File: config.mk
export PLATFORM = sky130hd
export DESIGN_NAME = if_pc_ctrl
export DESIGN_NICKNAME = d
export VERILOG_FILES = /design/src/rtl/if_pc_ctrl_pkg.sv /design/src/rtl/if_pc_ctrl_predecode.sv /design/src/rtl/if_pc_ctrl.sv
export SDC_FILE = /design/constraint.sdc
export NUM_CORES = 1
export LEC_CHECK = 0
export ABC_CLOCK_PERIOD_IN_PS = 1700
export CORE_UTILIZATION = 43
export CTS_CLUSTER_DIAMETER = 60
export CTS_CLUSTER_SIZE = 24
export DETAILED_ROUTE_END_ITERATION = 16
export PLACE_DENSITY_LB_ADDON = 0.1
export RECOVER_POWER = 50
export SLEW_MARGIN = 0
export SYNTH_ARGS = -nofsm -noshare
export SYNTH_HDL_FRONTEND = slang
export SYNTH_SLANG_ARGS = --single-unit
File: constraint.sdc
create_clock -name clk_i -period 1.7 [get_ports clk_i]
set_input_delay 0.34 -clock clk_i [delete_from_list [all_inputs] [get_ports clk_i]]
set_output_delay 0.34 -clock clk_i [all_outputs]
set_load 0.1 [all_outputs]
File: src/rtl/if_pc_ctrl_pkg.sv
// Shared types and constants for the fetch sequencer.
// IF_PC_CTRL_BPRED_EN enables the static branch predecode opcodes.
package if_pc_ctrl_pkg;

    localparam int PC_WIDTH    = 32;
    localparam int INSTR_WIDTH = 32;

    localparam logic [INSTR_WIDTH-1:0] INSTR_NOP = 32'h0000_0013;

`ifdef IF_PC_CTRL_BPRED_EN
    localparam logic [6:0] OPC_JAL    = 7'b1101111;
    localparam logic [6:0] OPC_BRANCH = 7'b1100011;
`endif

    typedef enum logic [2:0] {
        ST_BOOT  = 3'd0,
        ST_REQ   = 3'd1,
        ST_WAIT  = 3'd2,
        ST_DRAIN = 3'd3,
        ST_HOLD  = 3'd4
    } ifc_state_e;

    function automatic logic pc_aligned(input logic [1:0] pc_lsb);
        return pc_lsb == 2'b00;
    endfunction

endpackage

File: src/rtl/if_pc_ctrl_predecode.sv
// Static predecode of a fetched word: jal and backward bxx are predicted taken.
// Only compiled and instanced when IF_PC_CTRL_BPRED_EN is defined.
`ifdef IF_PC_CTRL_BPRED_EN
module if_predecode
    import if_pc_ctrl_pkg::*;
(
    input  logic [INSTR_WIDTH-1:0] instr_i,
    input  logic [PC_WIDTH-1:0]    pc_i,
    output logic                   taken_o,
    output logic [PC_WIDTH-1:0]    target_o
);

    logic [PC_WIDTH-1:0] j_imm;
    logic [PC_WIDTH-1:0] b_imm;
    logic                is_jal;
    logic                is_bxx;

    assign j_imm = {{(PC_WIDTH-20){instr_i[31]}}, instr_i[19:12],
                    instr_i[20], instr_i[30:21], 1'b0};
    assign b_imm = {{(PC_WIDTH-12){instr_i[31]}}, instr_i[7],
                    instr_i[30:25], instr_i[11:8], 1'b0};

    assign is_jal = instr_i[6:0] == OPC_JAL;
    assign is_bxx = (instr_i[6:0] == OPC_BRANCH) && instr_i[31];

    assign taken_o = is_jal | is_bxx;

    always_comb begin
        target_o = pc_i + PC_WIDTH'(4);
        unique case (1'b1)
            is_jal:  target_o = pc_i + j_imm;
            is_bxx:  target_o = pc_i + b_imm;
            default: target_o = pc_i + PC_WIDTH'(4);
        endcase
    end

endmodule
`endif

File: src/rtl/if_pc_ctrl.sv
// Fetch sequencer: owns the PC, issues one bus request at a time, holds the word for decode.
// IF_PC_CTRL_BPRED_EN adds static predecode of the latched word.
module if_pc_ctrl
    import if_pc_ctrl_pkg::*;
#(
    parameter logic [PC_WIDTH-1:0] RESET_PC = 32'h0000_0000
) (
    input  logic                   clk_i,
    input  logic                   rst_n_i,
    output logic                   ifb_req_valid_o,
    output logic [PC_WIDTH-1:0]    ifb_req_addr_o,
    input  logic                   ifb_req_ready_i,
    input  logic                   ifb_rsp_valid_i,
    input  logic [INSTR_WIDTH-1:0] ifb_rsp_instr_i,
    input  logic                   ifb_rsp_err_i,
    input  logic                   redirect_valid_i,
    input  logic [PC_WIDTH-1:0]    redirect_pc_i,
    output logic                   id_valid_o,
    input  logic                   id_ready_i,
    output logic [PC_WIDTH-1:0]    id_pc_o,
    output logic [INSTR_WIDTH-1:0] id_instr_o,
    output logic                   id_prdt_taken_o,
    output logic                   id_pc_misalign_o,
    output logic                   id_bus_err_o
);

    ifc_state_e             state_q;
    logic [PC_WIDTH-1:0]    pc_q;
    logic [PC_WIDTH-1:0]    pc_nxt_q;
    logic                   req_valid_q;
    logic                   id_valid_q;
    logic [PC_WIDTH-1:0]    id_pc_q;
    logic [INSTR_WIDTH-1:0] id_instr_q;
    logic                   id_taken_q;
    logic                   id_misalign_q;
    logic                   id_bus_err_q;

    logic                   req_fire;
    logic                   owed;
    logic [PC_WIDTH-1:0]    pc_plus4;
    logic                   bp_taken;
    logic [PC_WIDTH-1:0]    bp_target;

    assign pc_plus4 = pc_q + PC_WIDTH'(4);
    assign req_fire = req_valid_q & ifb_req_ready_i;

    // A response is still owed after this edge unless it arrives now.
    assign owed = (((state_q == ST_WAIT) || (state_q == ST_DRAIN)) && !ifb_rsp_valid_i)
                || ((state_q == ST_REQ) && req_fire);

`ifdef IF_PC_CTRL_BPRED_EN
    if_predecode u_predecode (
        .instr_i  (ifb_rsp_instr_i),
        .pc_i     (pc_q),
        .taken_o  (bp_taken),
        .target_o (bp_target)
    );
`else
    assign bp_taken  = 1'b0;
    assign bp_target = pc_plus4;
`endif

    always_ff @(posedge clk_i or negedge rst_n_i) begin
        if (!rst_n_i) begin
            state_q       <= ST_BOOT;
            pc_q          <= RESET_PC;
            pc_nxt_q      <= '0;
            req_valid_q   <= 1'b0;
            id_valid_q    <= 1'b0;
            id_pc_q       <= '0;
            id_instr_q    <= '0;
            id_taken_q    <= 1'b0;
            id_misalign_q <= 1'b0;
            id_bus_err_q  <= 1'b0;
        end else if (redirect_valid_i && (state_q != ST_BOOT)) begin
            pc_q       <= redirect_pc_i;
            id_valid_q <= 1'b0;
            if (owed) begin
                state_q     <= ST_DRAIN;
                req_valid_q <= 1'b0;
            end else begin
                state_q     <= ST_REQ;
                req_valid_q <= pc_aligned(redirect_pc_i[1:0]);
            end
        end else begin
            unique case (state_q)
                ST_BOOT: begin
                    state_q     <= ST_REQ;
                    req_valid_q <= pc_aligned(pc_q[1:0]);
                end
                ST_REQ: begin
                    if (!pc_aligned(pc_q[1:0])) begin
                        state_q       <= ST_HOLD;
                        id_valid_q    <= 1'b1;
                        id_pc_q       <= pc_q;
                        id_instr_q    <= INSTR_NOP;
                        id_taken_q    <= 1'b0;
                        id_misalign_q <= 1'b1;
                        id_bus_err_q  <= 1'b0;
                        pc_nxt_q      <= pc_plus4;
                    end else if (req_fire) begin
                        state_q     <= ST_WAIT;
                        req_valid_q <= 1'b0;
                    end
                end
                ST_WAIT: begin
                    if (ifb_rsp_valid_i) begin
                        state_q       <= ST_HOLD;
                        id_valid_q    <= 1'b1;
                        id_pc_q       <= pc_q;
                        id_misalign_q <= 1'b0;
                        id_bus_err_q  <= ifb_rsp_err_i;
                        id_instr_q    <= ifb_rsp_err_i ? INSTR_NOP : ifb_rsp_instr_i;
                        id_taken_q    <= !ifb_rsp_err_i && bp_taken;
                        pc_nxt_q      <= (!ifb_rsp_err_i && bp_taken) ? bp_target : pc_plus4;
                    end
                end
                ST_HOLD: begin
                    if (id_ready_i) begin
                        state_q     <= ST_REQ;
                        id_valid_q  <= 1'b0;
                        pc_q        <= pc_nxt_q;
                        req_valid_q <= pc_aligned(pc_nxt_q[1:0]);
                    end
                end
                ST_DRAIN: begin
                    if (ifb_rsp_valid_i) begin
                        state_q     <= ST_REQ;
                        req_valid_q <= pc_aligned(pc_q[1:0]);
                    end
                end
                default: begin
                    state_q     <= ST_BOOT;
                    req_valid_q <= 1'b0;
                    id_valid_q  <= 1'b0;
                end
            endcase
        end
    end

    assign ifb_req_valid_o  = req_valid_q;
    assign ifb_req_addr_o   = pc_q;
    assign id_valid_o       = id_valid_q;
    assign id_pc_o          = id_pc_q;
    assign id_instr_o       = id_instr_q;
    assign id_prdt_taken_o  = id_taken_q;
    assign id_pc_misalign_o = id_misalign_q;
    assign id_bus_err_o     = id_bus_err_q;

endmodule

### After elaboration in Yosys (flattened, before gate mapping)

Cells that the tools add are included.

| cells by class | value |
|---|---|
| add/subtract/negate cells | 1 |
| bitwise operators | 2 |
| equality and inequality tests | 15 |
| muxes and demuxes | 39 |
| reduce and logical (&&, ||, !) cells | 20 |

Operator list:

| kind | count |
|---|---|
| 32-bit 2-to-1 mux | 10 |
| 32-bit one-hot mux with 2 select lines | 3 |
| 32-bit by 3-bit adder with 32-bit output, second input constant | 1 |
| 3-bit 2-to-1 mux | 6 |
| 3-bit one-hot mux with 5 select lines | 1 |
| 1-bit 2-to-1 mux | 13 |
| 4-bit AND reduction | 3 |
| 3-bit by 2-bit inequality test with 1-bit output, second input constant | 3 |
| 3-bit by 2-bit equality test with 1-bit output, second input constant | 2 |
| 2-bit zero test | 3 |
| 3-bit inequality test, second input constant | 2 |
| 1-bit one-hot mux with 2 select lines | 3 |
| 2-bit nonzero test | 3 |
| 1-bit one-hot mux with 5 select lines | 1 |
| 5-bit AND reduction | 1 |
| 2-bit by 1-bit inequality test with 1-bit output, second input constant | 2 |
| 2-bit inequality test, second input constant | 2 |
| 4-bit inequality test, second input constant | 1 |
| 1-bit one-hot mux with 4 select lines | 1 |
| 3-bit by 1-bit equality test with 1-bit output, second input constant | 1 |
| 3-bit equality test, second input constant | 1 |
| 1-bit logical AND | 3 |
| 3-bit zero test | 1 |
| 3-bit by 1-bit inequality test with 1-bit output, second input constant | 1 |
| other kinds (8) | 9 |

| storage, ports and cells | value |
|---|---|
| word-level logic and storage cells | 87 |
| output and inout bits | 101 |
| register bits after elaboration | 136 |

### Longest topological paths before layout

| depth | value |
|---|---|
| depth after elaboration | 6 |
| depth in mapped cells | 7 |
| gate-level depth less buffers | 6 |

### Worst setup path after synthesis

Ideal clock, no wire load.

| path | value |
|---|---|
| path kind | register to register |
| start | register pc_q[6] (netlist: ifb_req_addr_o[6]) |
| end | register pc_nxt_q[29] |
| data required time | 1.628 ns |
| path slack | -0.764 ns |
| stages on the path, launching flop included | 8 |
| path buffers | 2 |
| setup time | 0.072 ns |
| arrival time | 2.392 ns |
| path through | dfrtp_1 buf_2 and4_1 buf_2 and4_1 nand3_1 or4_1 nand3_1 |

| on the way | value |
|---|---|
| word-level cells in the longest chain between the ends | 3 |
| elaborated cells between the ends (all ways) | 4 |
| those cells by class | 1 x add/sub; 3 x mux |

RTL lines:

| what | RTL line | RTL |
|---|---|---|
| start: declaration | if_pc_ctrl.sv:28 | `logic [PC_WIDTH-1:0] pc_q;` |
| start signal: assignment | if_pc_ctrl.sv:76 | `pc_q <= redirect_pc_i;` |
| start signal: assignment | if_pc_ctrl.sv:122 | `pc_q <= pc_nxt_q;` |
| 32-bit by 3-bit adder with 32-bit output * | if_pc_ctrl.sv:44 | `assign pc_plus4 = pc_q + PC_WIDTH'(4);` |
| 32-bit 2-to-1 mux, on equally long branches | if_pc_ctrl.sv:107, if_pc_ctrl.sv:92 |  |
| 32-bit one-hot mux with 2 select lines * | if_pc_ctrl.sv:86 | `unique case (state_q)` |
| end signal: assignment | if_pc_ctrl.sv:100 | `pc_nxt_q <= pc_plus4;` |
| end signal: assignment | if_pc_ctrl.sv:115 | `pc_nxt_q <= (!ifb_rsp_err_i && bp_taken) ? bp_target : pc_plus4;` |
| end: declaration | if_pc_ctrl.sv:29 | `logic [PC_WIDTH-1:0] pc_nxt_q;` |

Every way passes the cells marked *; elsewhere a longest branch is shown, timed or not. The select of a mux whose other input is x is not followed.
A chain may end at the register's enable or synchronous reset.

### Worst setup path in the final report

| path | value |
|---|---|
| start | register state_q[0] |
| end | register id_pc_q[24] (netlist: id_pc_o[24]) |

| on the way | value |
|---|---|
| word-level cells in the longest chain between the ends | 4 |
| elaborated cells between the ends (all ways) | 10 |
| those cells by class | 4 x eq/ne; 1 x mux; 1 x bitwise; 4 x reduce/logical |

RTL lines:

| what | RTL line | RTL |
|---|---|---|
| start: declaration | if_pc_ctrl.sv:27 | `ifc_state_e state_q;` |
| start signal: assignment | if_pc_ctrl.sv:65 | `state_q <= ST_BOOT;` |
| start signal: assignment | if_pc_ctrl.sv:79 | `state_q <= ST_DRAIN;` |
| start signal: assignment | if_pc_ctrl.sv:82 | `state_q <= ST_REQ;` |
| parallel branches: the longest is 4 deep, another holds 4-bit AND reduction | - |  |
| end signal: assignment | if_pc_ctrl.sv:95 | `id_pc_q <= pc_q;` |
| end signal: assignment | if_pc_ctrl.sv:110 | `id_pc_q <= pc_q;` |
| end: declaration | if_pc_ctrl.sv:32 | `logic [PC_WIDTH-1:0] id_pc_q;` |

Several ways; the timed one is not identified.

==> out/metrics.cfg <==
[synthesis]
yosys.cell_types.count=47
synth_area_leaders=dfrtp_1, nand2_1, mux2i_1
synth_edf_count=0
syn_area_um2=6080
async_flop_share_pct=100.0
synthCells=663
syn_nets=735
synth-seq-cells=133
seq_area_frac_synth_pct=54.74
avgSynthCellArea_um2=9.170
synth_area_leader_cell=dfrtp_1
synth_top_area_share_pct=54.74
yosys_warnings=0
dominantRegCellSynth=dfrtp_1

[floorplan]
start_util_pct=43.97
fp.dieH_um=120.9
fp-row-count=43
die_x_um=120.9
die-area_um2=14620
coreArea_um2=13830
ios=172

[clocking]
cts_tree=built
numClockSinks=133
cts_root_buffer=clkbuf_16
clockBufferDepth=2
clk_pin_slew_ns=0.06
cts_buffers=17
clkLatencyLatePin_ns=0.43
htree_levels=4

[global_routing]
grt_max_degree=50
antenna_found_initial=1
grt_first_pass_wirelength_um=30000
grtUsageTotal_pct=26.73
grt_pass1_vias=5892
gr-total-overflow=0

[setup_path]
cp_max_fo=12
critPathCaptureType=flip-flop
cp.arrival_ns=2.12
worst-setup-path-type=flip-flop to flip-flop
critPathRequiredTime_ns=2.02
worstRegToRegCells=7
critPathLaunchType=flip-flop

[sta]
hold_ws_ns=0.4557
finClkSkew_ns=0.008847
rsz0062_at_grt=yes
worst_pin_slew_ns=0.9157
finalHoldViolations=0
setup_violations=102
min_period_over_period_pct=106.0
layout_min_cycle_time_ns=1.803
max_freq_mhz=554.8
slew_violations=0
maxSlewHeadroom_pct=38.95
fin_ws_ns=-0.1025

[pwr]
swShare_pct=48.45
intPower_mw=13.63
power_switching_mw=12.81
seq_power_share_pct=21.8
clockPowerShare_pct=17.1
p_leak_nw=5.035
combPwrFrac_pct=61.1
report.power.total_mw=26.44
power_per_cell_area_nw_per_um2=2416
max-vdd-ir-drop_v=0.001301

[routing]
dr.pass1.iters=7
drc=0
drt-initial-drc-count=445
viasPerCell=5.379
routedWlPerCell_um=19.06
route.vias.total=5863
routed_wl_um=20780
ant_nets=0

[hold_path]
hold_depth=3
hold_class=input pin to flip-flop

[placement]
port_buffers=170
placedCellCount=1037
placed_area_um2=9698
hpwl_um=11960
gp_routability_congestion=0.8303

[layout]
num-nets-final=969
most-common-layout-cells=nand2_1, buf_12, dfrtp_1
instances_no_fill=1090
drive_gt1_share_pct=35.71
diodes=0
area_growth_pct=80.02
layout_commonest_cell=nand2_1
postLayoutCellArea_um2=10940

[flow_run]
cap_violations=0

[status]
run_status=complete, but fails checks
violations=negative setup slack

## critical path, cell delays in order (launching register included)
cell	delay (ns)
dfrtp_1	0.41
nand2b_4	0.16
or2_4	0.26
a211o_4	0.37
buf_12	0.17
clkbuf_16	0.19
nand2_1	0.08
nand2_1	0.05
## final timing paths
kind | endpoint | slack (ns) | from
worst max-delay path | id_pc_o[24] | -0.10 | state_q[0]
worst min-delay path | id_instr_o[29] | 0.46 | ifb_rsp_instr_i[29]
worst max register to register | id_pc_o[24] | -0.10 | state_q[0]
worst min register to register | pc_nxt_q[20] | 0.48 | pc_nxt_q[20]
max in group asynchronous | ifb_req_addr_o[12] | 0.19 | rst_n_i
min in group asynchronous | ifb_req_addr_o[19] | 0.58 | rst_n_i
## layout make-up
type | instances | area (µm²)
multi-input combinational | 478 | 2841
timing repair buffer | 262 | 3725
clock buffer | 19 | 442.9
inverter | 5 | 18.77
clock inverter | 13 | 276.5
fill | 822 | 2883
sequential | 133 | 3415
tap | 180 | 225.2
## stage by stage
stage / setup TNS (ns) / utilization [%] / setup WS, ns
after floorplan: -1.698 / - / -0.2818
after global placement: -34.56 / 70.14 / -0.4114
after detailed placement: -39.89 / 70.14 / -0.4373
after CTS: -2.509 / 76.47 / -0.07724
after global routing: -11.62 / 79.15 / -0.1496
final: -5.110 / 79.15 / -0.1025
## routing by layer
metal  vias up  track usage, %  share of wire (%)
met5         -               0              0.048
met4         2           11.73                3.1
met3        62           7.613                6.8
met2       238           44.36                 51
met1      2887           32.30                 39
li1       2674               -                  -
## cells in the mapped netlist, types with 2 or more instances
master and n:
o21ai_1 8, a21oi_1 4, inv_1 5, and4_1 6, buf_2 13, o21ai_0 63, nor3_1 14, nor4_1 4
clkbuf_1 29, buf_4 5, dfrtp_1 133, and3_1 3, nand4_1 5, xnor2_1 18, and2_1 3, mux2i_1 33
nor2b_1 2, nor2_1 10, nor3b_1 3, xor2_1 9, nand2_1 226, nand3_1 40, o21bai_1 3
## flip-flops by register name (all words and copies together), names as in the netlist
register / flops
id_valid_o: 1
ifb_req_valid_o: 1
id_pc_o: 30
ifb_req_addr_o: 32
id_instr_o: 32
pc_nxt_q: 32
state_q: 3
id_bus_err_o: 1
id_pc_misalign_o: 1
## cells by family (layout without fill, tap and decap cells)
kind of cell / after synthesis / in the layout / share of synthesized area (%)
buf+inv: 53 / 299 / 3.848
compound gates: 89 / 89 / 8.418
xor+xnor: 27 / 27 / 3.890
flops: 133 / 133 / 54.74
simple gates: 325 / 326 / 23.21
mux: 34 / 34 / 5.618
fa+ha+maj: 1 / 1 / 0.2058
other cells: 1 / 1 / 0.06168
## power by group through the flow
stage | Combinational (mW) | Clock (mW) | Sequential, mW
2_1_floorplan | 3.13 | 0 | 11.3
3_3_place_gp | 14.6 | 0 | 5.64
3_5_place_dp | 14.8 | 0 | 5.71
4_1_cts | 15.2 | 4.55 | 5.69
5_1_grt | 16.8 | 4.68 | 5.90
6_report | 16.1 | 4.53 | 5.77
## what timing repair did
action / in CTS / in global routing
hold buffers: 1 / 0
cloned: 2 / 10
buffers inserted: 6 / 2
pin swaps: 9 / 8
resized for setup: 22 / 82
endpoints found under the setup margin: 129 / 131
hold endpoints to repair: 30 / 0
(Power assumes the default switching activity.)
